## config.mk

```make
export PLATFORM = sky130hd
export DESIGN_NAME = apb_master_bridge_flat
export DESIGN_NICKNAME = d
export VERILOG_FILES = /design/src/rtl/apb_master_bridge_if.sv /design/src/rtl/apb_master_bridge.sv /design/src/flat_wrapper.sv
export SDC_FILE = /design/constraint.sdc
export NUM_CORES = 1
export LEC_CHECK = 0
export ABC_AREA = 0
export BUFFER_PORTS_ARGS = -buffer_cell sky130_fd_sc_hd__buf_2
export CAP_MARGIN = 20
export CORE_MARGIN = 1.5
export CORE_UTILIZATION = 47
export CTS_BUF_LIST = sky130_fd_sc_hd__clkbuf_2 sky130_fd_sc_hd__clkbuf_4 sky130_fd_sc_hd__clkbuf_8
export CTS_CLUSTER_DIAMETER = 120
export DETAILED_ROUTE_END_ITERATION = 12
export PLACE_DENSITY = 0.87
export SLEW_MARGIN = 0
export SYNTH_ARGS = -nofsm -noshare
export SYNTH_HDL_FRONTEND = slang
export SYNTH_SLANG_ARGS = --single-unit
```

## constraint.sdc

```tcl
create_clock -name pclk -period 2.33 [get_ports pclk]
set_input_delay 0.233 -clock pclk [delete_from_list [all_inputs] [get_ports pclk]]
set_output_delay 0.233 -clock pclk [all_outputs]
set_load 0.02 [all_outputs]
```

## src/rtl/apb_master_bridge_if.sv

```systemverilog
// Command, response and APB signal bundle for apb_master_bridge.
// master = bridge view, slave = environment view (command source, response sink, APB completer).
`timescale 1ns/1ps
interface apb_master_bridge_if #(
  parameter int ADDR_W = 8,
  parameter int DATA_W = 32
);
  logic              cmd_valid;
  logic              cmd_ready;
  logic              cmd_write;
  logic [ADDR_W-1:0] cmd_addr;
  logic [DATA_W-1:0] cmd_wdata;

  logic              rsp_valid;
  logic              rsp_ready;
  logic [DATA_W-1:0] rsp_rdata;
  logic              rsp_err;
  logic              rsp_timeout;

  logic              psel;
  logic              penable;
  logic              pwrite;
  logic [ADDR_W-1:0] paddr;
  logic [DATA_W-1:0] pwdata;
  logic [DATA_W-1:0] prdata;
  logic              pready;
  logic              pslverr;

  modport master (
    input  cmd_valid, cmd_write, cmd_addr, cmd_wdata,
    input  rsp_ready,
    input  prdata, pready, pslverr,
    output cmd_ready,
    output rsp_valid, rsp_rdata, rsp_err, rsp_timeout,
    output psel, penable, pwrite, paddr, pwdata
  );

  modport slave (
    output cmd_valid, cmd_write, cmd_addr, cmd_wdata,
    output rsp_ready,
    output prdata, pready, pslverr,
    input  cmd_ready,
    input  rsp_valid, rsp_rdata, rsp_err, rsp_timeout,
    input  psel, penable, pwrite, paddr, pwdata
  );
endinterface

```

## src/rtl/apb_master_bridge.sv

```systemverilog
// Single-outstanding APB requester: command channel in, APB SETUP/ACCESS out,
// response channel back, with an optional bounded wait on pready.
`timescale 1ns/1ps
module apb_master_bridge #(
  parameter int ADDR_W  = 8,
  parameter int DATA_W  = 32,
  parameter int TIMEOUT = 16
) (
  input  logic                pclk,
  input  logic                preset,
  apb_master_bridge_if.master bus
);

  // A zero TIMEOUT still needs a legal one-bit counter.
  localparam int CNT_W = (TIMEOUT > 0) ? $clog2(TIMEOUT + 1) : 1;
  localparam logic [CNT_W-1:0] CNT_LAST = CNT_W'((TIMEOUT > 0) ? TIMEOUT - 1 : 0);

  typedef enum logic [1:0] {
    ST_IDLE   = 2'd0,
    ST_SETUP  = 2'd1,
    ST_ACCESS = 2'd2,
    ST_RESP   = 2'd3
  } state_t;

  state_t            state_q,       state_d;
  logic              psel_q,        psel_d;
  logic              penable_q,     penable_d;
  logic              pwrite_q,      pwrite_d;
  logic [ADDR_W-1:0] paddr_q,       paddr_d;
  logic [DATA_W-1:0] pwdata_q,      pwdata_d;
  logic              rsp_valid_q,   rsp_valid_d;
  logic [DATA_W-1:0] rsp_rdata_q,   rsp_rdata_d;
  logic              rsp_err_q,     rsp_err_d;
  logic              rsp_timeout_q, rsp_timeout_d;
  logic [CNT_W-1:0]  wait_cnt_q,    wait_cnt_d;

  always_ff @(posedge pclk) begin
    if (preset) begin
      state_q       <= ST_IDLE;
      psel_q        <= 1'b0;
      penable_q     <= 1'b0;
      pwrite_q      <= 1'b0;
      paddr_q       <= '0;
      pwdata_q      <= '0;
      rsp_valid_q   <= 1'b0;
      rsp_rdata_q   <= '0;
      rsp_err_q     <= 1'b0;
      rsp_timeout_q <= 1'b0;
      wait_cnt_q    <= '0;
    end else begin
      state_q       <= state_d;
      psel_q        <= psel_d;
      penable_q     <= penable_d;
      pwrite_q      <= pwrite_d;
      paddr_q       <= paddr_d;
      pwdata_q      <= pwdata_d;
      rsp_valid_q   <= rsp_valid_d;
      rsp_rdata_q   <= rsp_rdata_d;
      rsp_err_q     <= rsp_err_d;
      rsp_timeout_q <= rsp_timeout_d;
      wait_cnt_q    <= wait_cnt_d;
    end
  end

  always_comb begin
    state_d       = state_q;
    psel_d        = psel_q;
    penable_d     = penable_q;
    pwrite_d      = pwrite_q;
    paddr_d       = paddr_q;
    pwdata_d      = pwdata_q;
    rsp_valid_d   = rsp_valid_q;
    rsp_rdata_d   = rsp_rdata_q;
    rsp_err_d     = rsp_err_q;
    rsp_timeout_d = rsp_timeout_q;
    wait_cnt_d    = wait_cnt_q;

    unique case (state_q)
      ST_IDLE: begin
        if (bus.cmd_valid) begin
          pwrite_d   = bus.cmd_write;
          paddr_d    = bus.cmd_addr;
          pwdata_d   = bus.cmd_wdata;
          psel_d     = 1'b1;
          wait_cnt_d = '0;
          state_d    = ST_SETUP;
        end
      end

      ST_SETUP: begin
        penable_d = 1'b1;
        state_d   = ST_ACCESS;
      end

      ST_ACCESS: begin
        if (bus.pready) begin
          psel_d        = 1'b0;
          penable_d     = 1'b0;
          rsp_valid_d   = 1'b1;
          rsp_rdata_d   = pwrite_q ? '0 : bus.prdata;
          rsp_err_d     = bus.pslverr;
          rsp_timeout_d = 1'b0;
          state_d       = ST_RESP;
        end else if ((TIMEOUT != 0) && (wait_cnt_q == CNT_LAST)) begin
          // Slave stalled for the full budget: abandon the transfer.
          psel_d        = 1'b0;
          penable_d     = 1'b0;
          rsp_valid_d   = 1'b1;
          rsp_rdata_d   = '0;
          rsp_err_d     = 1'b1;
          rsp_timeout_d = 1'b1;
          state_d       = ST_RESP;
        end else begin
          wait_cnt_d = wait_cnt_q + 1'b1;
        end
      end

      ST_RESP: begin
        if (bus.rsp_ready) begin
          rsp_valid_d = 1'b0;
          state_d     = ST_IDLE;
        end
      end

      default: state_d = ST_IDLE;
    endcase
  end

  assign bus.cmd_ready   = (state_q == ST_IDLE) && !preset;
  assign bus.psel        = psel_q;
  assign bus.penable     = penable_q;
  assign bus.pwrite      = pwrite_q;
  assign bus.paddr       = paddr_q;
  assign bus.pwdata      = pwdata_q;
  assign bus.rsp_valid   = rsp_valid_q;
  assign bus.rsp_rdata   = rsp_rdata_q;
  assign bus.rsp_err     = rsp_err_q;
  assign bus.rsp_timeout = rsp_timeout_q;

endmodule
```

## src/flat_wrapper.sv

```systemverilog
// flat-port wrapper written by rule: the top's interface ports become plain ports
module apb_master_bridge_flat 
#(
  parameter int ADDR_W  = 8,
  parameter int DATA_W  = 32,
  parameter int TIMEOUT = 16
)
  (pclk, preset, bus_cmd_valid, bus_cmd_write, bus_cmd_addr, bus_cmd_wdata, bus_rsp_ready, bus_prdata, bus_pready, bus_pslverr, bus_cmd_ready, bus_rsp_valid, bus_rsp_rdata, bus_rsp_err, bus_rsp_timeout, bus_psel, bus_penable, bus_pwrite, bus_paddr, bus_pwdata);
  apb_master_bridge_if #(.ADDR_W(ADDR_W), .DATA_W(DATA_W)) bus_i ();
  input  logic pclk;
  input  logic preset;
  input wire logic [$bits(bus_i.cmd_valid)-1:0] bus_cmd_valid;
  input wire logic [$bits(bus_i.cmd_write)-1:0] bus_cmd_write;
  input wire logic [$bits(bus_i.cmd_addr)-1:0] bus_cmd_addr;
  input wire logic [$bits(bus_i.cmd_wdata)-1:0] bus_cmd_wdata;
  input wire logic [$bits(bus_i.rsp_ready)-1:0] bus_rsp_ready;
  input wire logic [$bits(bus_i.prdata)-1:0] bus_prdata;
  input wire logic [$bits(bus_i.pready)-1:0] bus_pready;
  input wire logic [$bits(bus_i.pslverr)-1:0] bus_pslverr;
  output wire logic [$bits(bus_i.cmd_ready)-1:0] bus_cmd_ready;
  output wire logic [$bits(bus_i.rsp_valid)-1:0] bus_rsp_valid;
  output wire logic [$bits(bus_i.rsp_rdata)-1:0] bus_rsp_rdata;
  output wire logic [$bits(bus_i.rsp_err)-1:0] bus_rsp_err;
  output wire logic [$bits(bus_i.rsp_timeout)-1:0] bus_rsp_timeout;
  output wire logic [$bits(bus_i.psel)-1:0] bus_psel;
  output wire logic [$bits(bus_i.penable)-1:0] bus_penable;
  output wire logic [$bits(bus_i.pwrite)-1:0] bus_pwrite;
  output wire logic [$bits(bus_i.paddr)-1:0] bus_paddr;
  output wire logic [$bits(bus_i.pwdata)-1:0] bus_pwdata;
  assign bus_i.cmd_valid = bus_cmd_valid;
  assign bus_i.cmd_write = bus_cmd_write;
  assign bus_i.cmd_addr = bus_cmd_addr;
  assign bus_i.cmd_wdata = bus_cmd_wdata;
  assign bus_i.rsp_ready = bus_rsp_ready;
  assign bus_i.prdata = bus_prdata;
  assign bus_i.pready = bus_pready;
  assign bus_i.pslverr = bus_pslverr;
  assign bus_cmd_ready = bus_i.cmd_ready;
  assign bus_rsp_valid = bus_i.rsp_valid;
  assign bus_rsp_rdata = bus_i.rsp_rdata;
  assign bus_rsp_err = bus_i.rsp_err;
  assign bus_rsp_timeout = bus_i.rsp_timeout;
  assign bus_psel = bus_i.psel;
  assign bus_penable = bus_i.penable;
  assign bus_pwrite = bus_i.pwrite;
  assign bus_paddr = bus_i.paddr;
  assign bus_pwdata = bus_i.pwdata;
  apb_master_bridge #(.ADDR_W(ADDR_W), .DATA_W(DATA_W), .TIMEOUT(TIMEOUT)) u_core (.pclk(pclk), .preset(preset), .bus(bus_i));
endmodule
```

======== Word level (Yosys, flattened, before mapping) ========
Index checks and enable logic that the tools add are counted.
word-level totals
  bits in registers ....................... 85
  input port bits ......................... 79
  output and inout bits ................... 79
operators by class
  add/sub/neg operators ................... 1
  equal/unequal tests ..................... 9
  mux-type cells .......................... 23
  reduce and logical (&&, ||, !) cells .... 14
operators by type and width
  kind                                                  number
  two-way mux 32 bit                                    3
  two-way mux 5 bit                                     3
  case mux 5 bit (2 select lines)                       1
  AND reduction 3 bit                                   3
  two-way mux 1 bit                                     8
  two-way mux 2 bit                                     4
  != test 2 bit (second input constant)                 4
  case mux 2 bit (4 select lines)                       1
  nonzero test 2 bit                                    4
  case mux 1 bit (2 select lines)                       3
  AND reduction 2 bit                                   3
  adder 5 x 1 -> 5 bit (second input constant)          1
  equality test 5 x 4 -> 1 bit (second input constant)  1
  equality test 2 bit (second input constant)           2
  AND reduction 4 bit                                   1
  != test 3 x 2 -> 1 bit (second input constant)        1
  equality test 2 x 1 -> 1 bit (second input constant)  1
  zero test 2 bit                                       1
  logical AND 1 bit                                     1
  zero test 1 bit                                       1

======== Logic depth before layout (Yosys ltp) ========
  depth in word-level cells ............... 4
  mapped depth ............................ 8

======== Worst setup path after synthesis ========
No wires, ideal clock.
  kind .................................... flip-flop to flip-flop
  from .................................... register u_core.wait_cnt_q[0]
  to ...................................... register u_core.wait_cnt_q[3]
  data arrival time ....................... 1.827 ns
  required time ........................... 2.260 ns
  slack ................................... 0.433 ns
  stages on the path, launching flop included .. 8
  path buffers ............................ 1
  period minus slack after synthesis ...... 1.897 ns
  cell sequence ........................... dfxtp_1 -> ha_1 -> and3_1 -> ha_1 -> clkbuf_2 -> o21a_2 -> or4_1 -> a21oi_1
between the ends
  longest elaborated chain between the ends .. 4
  elaborated cells between the ends (all ways) .. 7
ends and longest elaborated chain
  element                          RTL line                  source
  from (decl)                      apb_master_bridge.sv:35   logic [CNT_W-1:0] wait_cnt_q, wait_cnt_d;
  from (signal assigned)           apb_master_bridge.sv:61   wait_cnt_q <= wait_cnt_d;
  adder 5 x 1 -> 5 bit             apb_master_bridge.sv:114  wait_cnt_d = wait_cnt_q + 1'b1;
  two-way mux 5 bit                apb_master_bridge.sv:104  end else if ((TIMEOUT != 0) && (wait_cnt_q == CNT_LAST)) begin
  two-way mux 5 bit                apb_master_bridge.sv:96   if (bus.pready) begin
  case mux 5 bit (2 select lines)  apb_master_bridge.sv:78   unique case (state_q)
Several ways; a longest one is shown, not always the timed one. The select of a mux whose other input is x is not followed.
A chain may end at the register's enable or synchronous reset.

======== Worst setup path in the final report ========
Ends and elaborated chain as after synthesis.

==> summary.txt <==
Synth
  • Mapped Nets: 447
  • Area of the mapped netlist: 0.00310 mm^2
  • Register bit total from synthesis: 85
  • Yosys top cell area share: 0.549
  • Seq/Total Area, Yosys: 0.549
  • EDFF count, synth: 0
  • Post-Synthesis Cells: 363
  • Yosys warning count: 0
  • Ys async rst share: 0
  • Post-synth top flop: dfxtp_1
  • Mean Syn Cell Area: 8.54 um^2
  • Synth area leaders: dfxtp_1, nand2_1, a21oi_1
  • Yosys top cell by area: dfxtp_1
  • Synth cell count leaders: dfxtp_1, nand2_1, a21oi_1, nor2_1, a22oi_1
  • Count of cell types in the netlist: 33

Routing
  • Pre-Repair DR Iteration Count: 4
  • Final antenna-violating net count: 0
  • Via Count: 3,070
  • Drt initial violations: 167
  • Detailed-route DRC error count: 0
  • Vias per cell: 5.19
  • Final WL: 7600 um
  • WL per Instance: 12.8 um

Power
  • Total Power: 4.38 mW
  • Clock power share: 0.244
  • Sequential share of power: 0.413
  • Maximum VDD drop: 661 uV
  • Sw Ratio: 0.370
  • Cell Int Power: 2.76 mW
  • Combinational share of power: 0.343
  • Leak Pwr: 1.95 nW
  • Power density cells: 1060 mW/mm^2
  • Sw Pwr: 1.62 mW

Global routing
  • Initial antenna violation count: 0
  • First-pass GRT wire length: 12,700 um
  • Vias in the first global route: 2,965
  • GR Util All Layers: 0.219
  • Largest net degree at the start of global routing: 42
  • Overflow after GRT: 0

Clocking
  • Clk slew on worst S/H paths: 90 ps
  • Clock Latency Late Sink: 350 ps
  • Sink Count: 85
  • Hold buffers post-CTS: 0
  • Setup Fix Bufs, Post-CTS: 0
  • CTS tree: built
  • H-tree levels: 3
  • Clock buffer depth: 2
  • Clk root buf: clkbuf_8
  • CTS resizes: 0
  • CTS Buf Count: 9

STA
  • Final Max Tran Viols: 0
  • Setup TNS: 0 ps
  • Setup Viol. Count Final: 0
  • RSZ-0062 raised after global routing: false
  • Max-slew headroom: 0.646
  • Fmax: 0.505 GHz
  • Hold Vio Cnt, Final: 0
  • Worst-margin pin slew: 532 ps
  • Crit share post-route: 0.850
  • Hold slack: 106 ps
  • Tmin final: 1980 ps
  • Final Skew: 8.58 ps

Worst setup path
  • Crit path max-delay cell type: or4_1
  • WP buf/inv: 0
  • Worst-path cell chain: ha_1, and3_1, ha_1, o21a_2, or4_1, a21oi_1
  • Top delay family on crit path: simple AND/OR/NAND/NOR gates
  • Arr. time, crit path: 2270 ps
  • Worst Path Required: 2620 ps
  • Largest fanout on the critical path: 9
  • Crit end category: flop
  • R2r setup slk: 350 ps
  • Max incr delay on CP: 500 ps
  • Startpoint types: flop
  • CP Class: flop to flop
  • Most frequent CP cell: ha_1

Final layout
  • Register Area: 0.00170 mm^2
  • Area Overhead vs Synth: 33.3%
  • Multi-input logic area: 0.00126 mm^2
  • Util after Layout: 0.651
  • Fraction of layout cells with a size suffix above 1: 0.353
  • Final Instance Count excl. Fillers: 592
  • # diodes: 0
  • Fillers: 537
  • Final #Nets: 594

Floorplan
  • Site Rows: 29
  • Core footprint: 0.00635 mm^2
  • Die H: 84.2 um
  • Effective utilization at floorplan: 0.488
  • Die Width: 84.2 um
  • Ports: 158
  • Die area: 0.00709 mm^2

Run
  • Max Cap Violations: 0

Placed design
  • Dpl hpwl: 5370 um
  • Placed insts: 576
  • Port buffer count: 157
  • Gpl congestion: 0.806

Worst hold path
  • HP Class: input port to flop

Run status
  • Outcome: finished, final reports clean
registers in the layout (all words and copies together) (netlist names):
name,cells
u_core.bus.paddr,8
u_core.bus.penable,1
u_core.bus.psel,1
u_core.bus.pwdata,32
u_core.bus.pwrite,1
u_core.bus.rsp_err,1
u_core.bus.rsp_rdata,32
u_core.bus.rsp_timeout,1
u_core.bus.rsp_valid,1
u_core.state_q,2
u_core.wait_cnt_q,5
cell families after synthesis:
group	Yosys count	share of synthesized area
adder cells (fa/ha/maj)	5	0.0202
AO/OA/AOI/OAI	98	0.193
buffers and inverters	32	0.0456
AND/OR/NAND/NOR	142	0.189
multiplexers	1	0.00323
flip-flops	85	0.549
per-stage QoR:
stage | instance area (um^2) | setup slack (ps)
CTS | 4130 | 346
floorplan | 3100 | 433
detailed placement | 3930 | 362
global placement | 3930 | 411
finish | 4130 | 348
global route | 4130 | 230
placed cells by master (no fill, tap or decap), types with 2 or more instances in the layout:
master      netlist  layout
o21ai_0           6       6
dfxtp_1          85      85
nor2b_1           3       3
clkinvlp_4        0       2
buf_4             0       6
inv_1             4       4
nor2_1           38      38
a22oi_1          32      32
or3_1             2       2
nand2b_1          2       2
a21oi_1          50      50
nand2_1          85      85
ha_1              5       5
clkbuf_8          0      10
o31ai_1           2       2
or4_1             2       2
nand4_1           2       2
buf_2            10     157
nand3_1           2       2
o21bai_1          2       2
worst min-delay path: cells and delay by family:
kind | cells | cell delay, ps
AO/OA/AOI/OAI | 1 | 50
buffers and inverters | 1 | 90
AND/OR/NAND/NOR | 1 | 40
routing by layer:
| metal | vias up | share of wire | track usage |
|---|---|---|---|
| met5 | - | 0 | 0 |
| met4 | 0 | 0.031 | 0.110 |
| met3 | 19 | 0.075 | 0.0560 |
| met2 | 122 | 0.48 | 0.394 |
| met1 | 1407 | 0.41 | 0.238 |
| li1 | 1522 | - | - |
power by group through the flow:
stage                     clock network [mW]  registers, mW  logic [mW]
after floorplan                            0           2.10       0.774
after global placement                     0           1.83        1.48
after detailed placement                   0           1.84        1.51
after CTS                               1.10           1.81        1.52
after global routing                    1.17           1.84        1.66
final                                   1.07           1.81        1.51
area by class of cell:
class	count	area share
flip-flops and latches	85	0.412
multi-input cells	246	0.305
repair buffers	164	0.206
clock buffers	10	0.0333
well taps	77	0.0233
clock inverters	6	0.0170
inverters	4	0.00363
final timing paths:
path                         startpoint               endpoint  cells past startpoint
setup / recovery   u_core.wait_cnt_q[0]   u_core.wait_cnt_q[3]                      6
hold / removal        bus_cmd_wdata[19]  u_core.bus.pwdata[19]                      3
setup reg to reg   u_core.wait_cnt_q[0]   u_core.wait_cnt_q[3]                      6
hold reg to reg   u_core.bus.pwdata[16]  u_core.bus.pwdata[16]                      2
(Power assumes the default switching activity.)
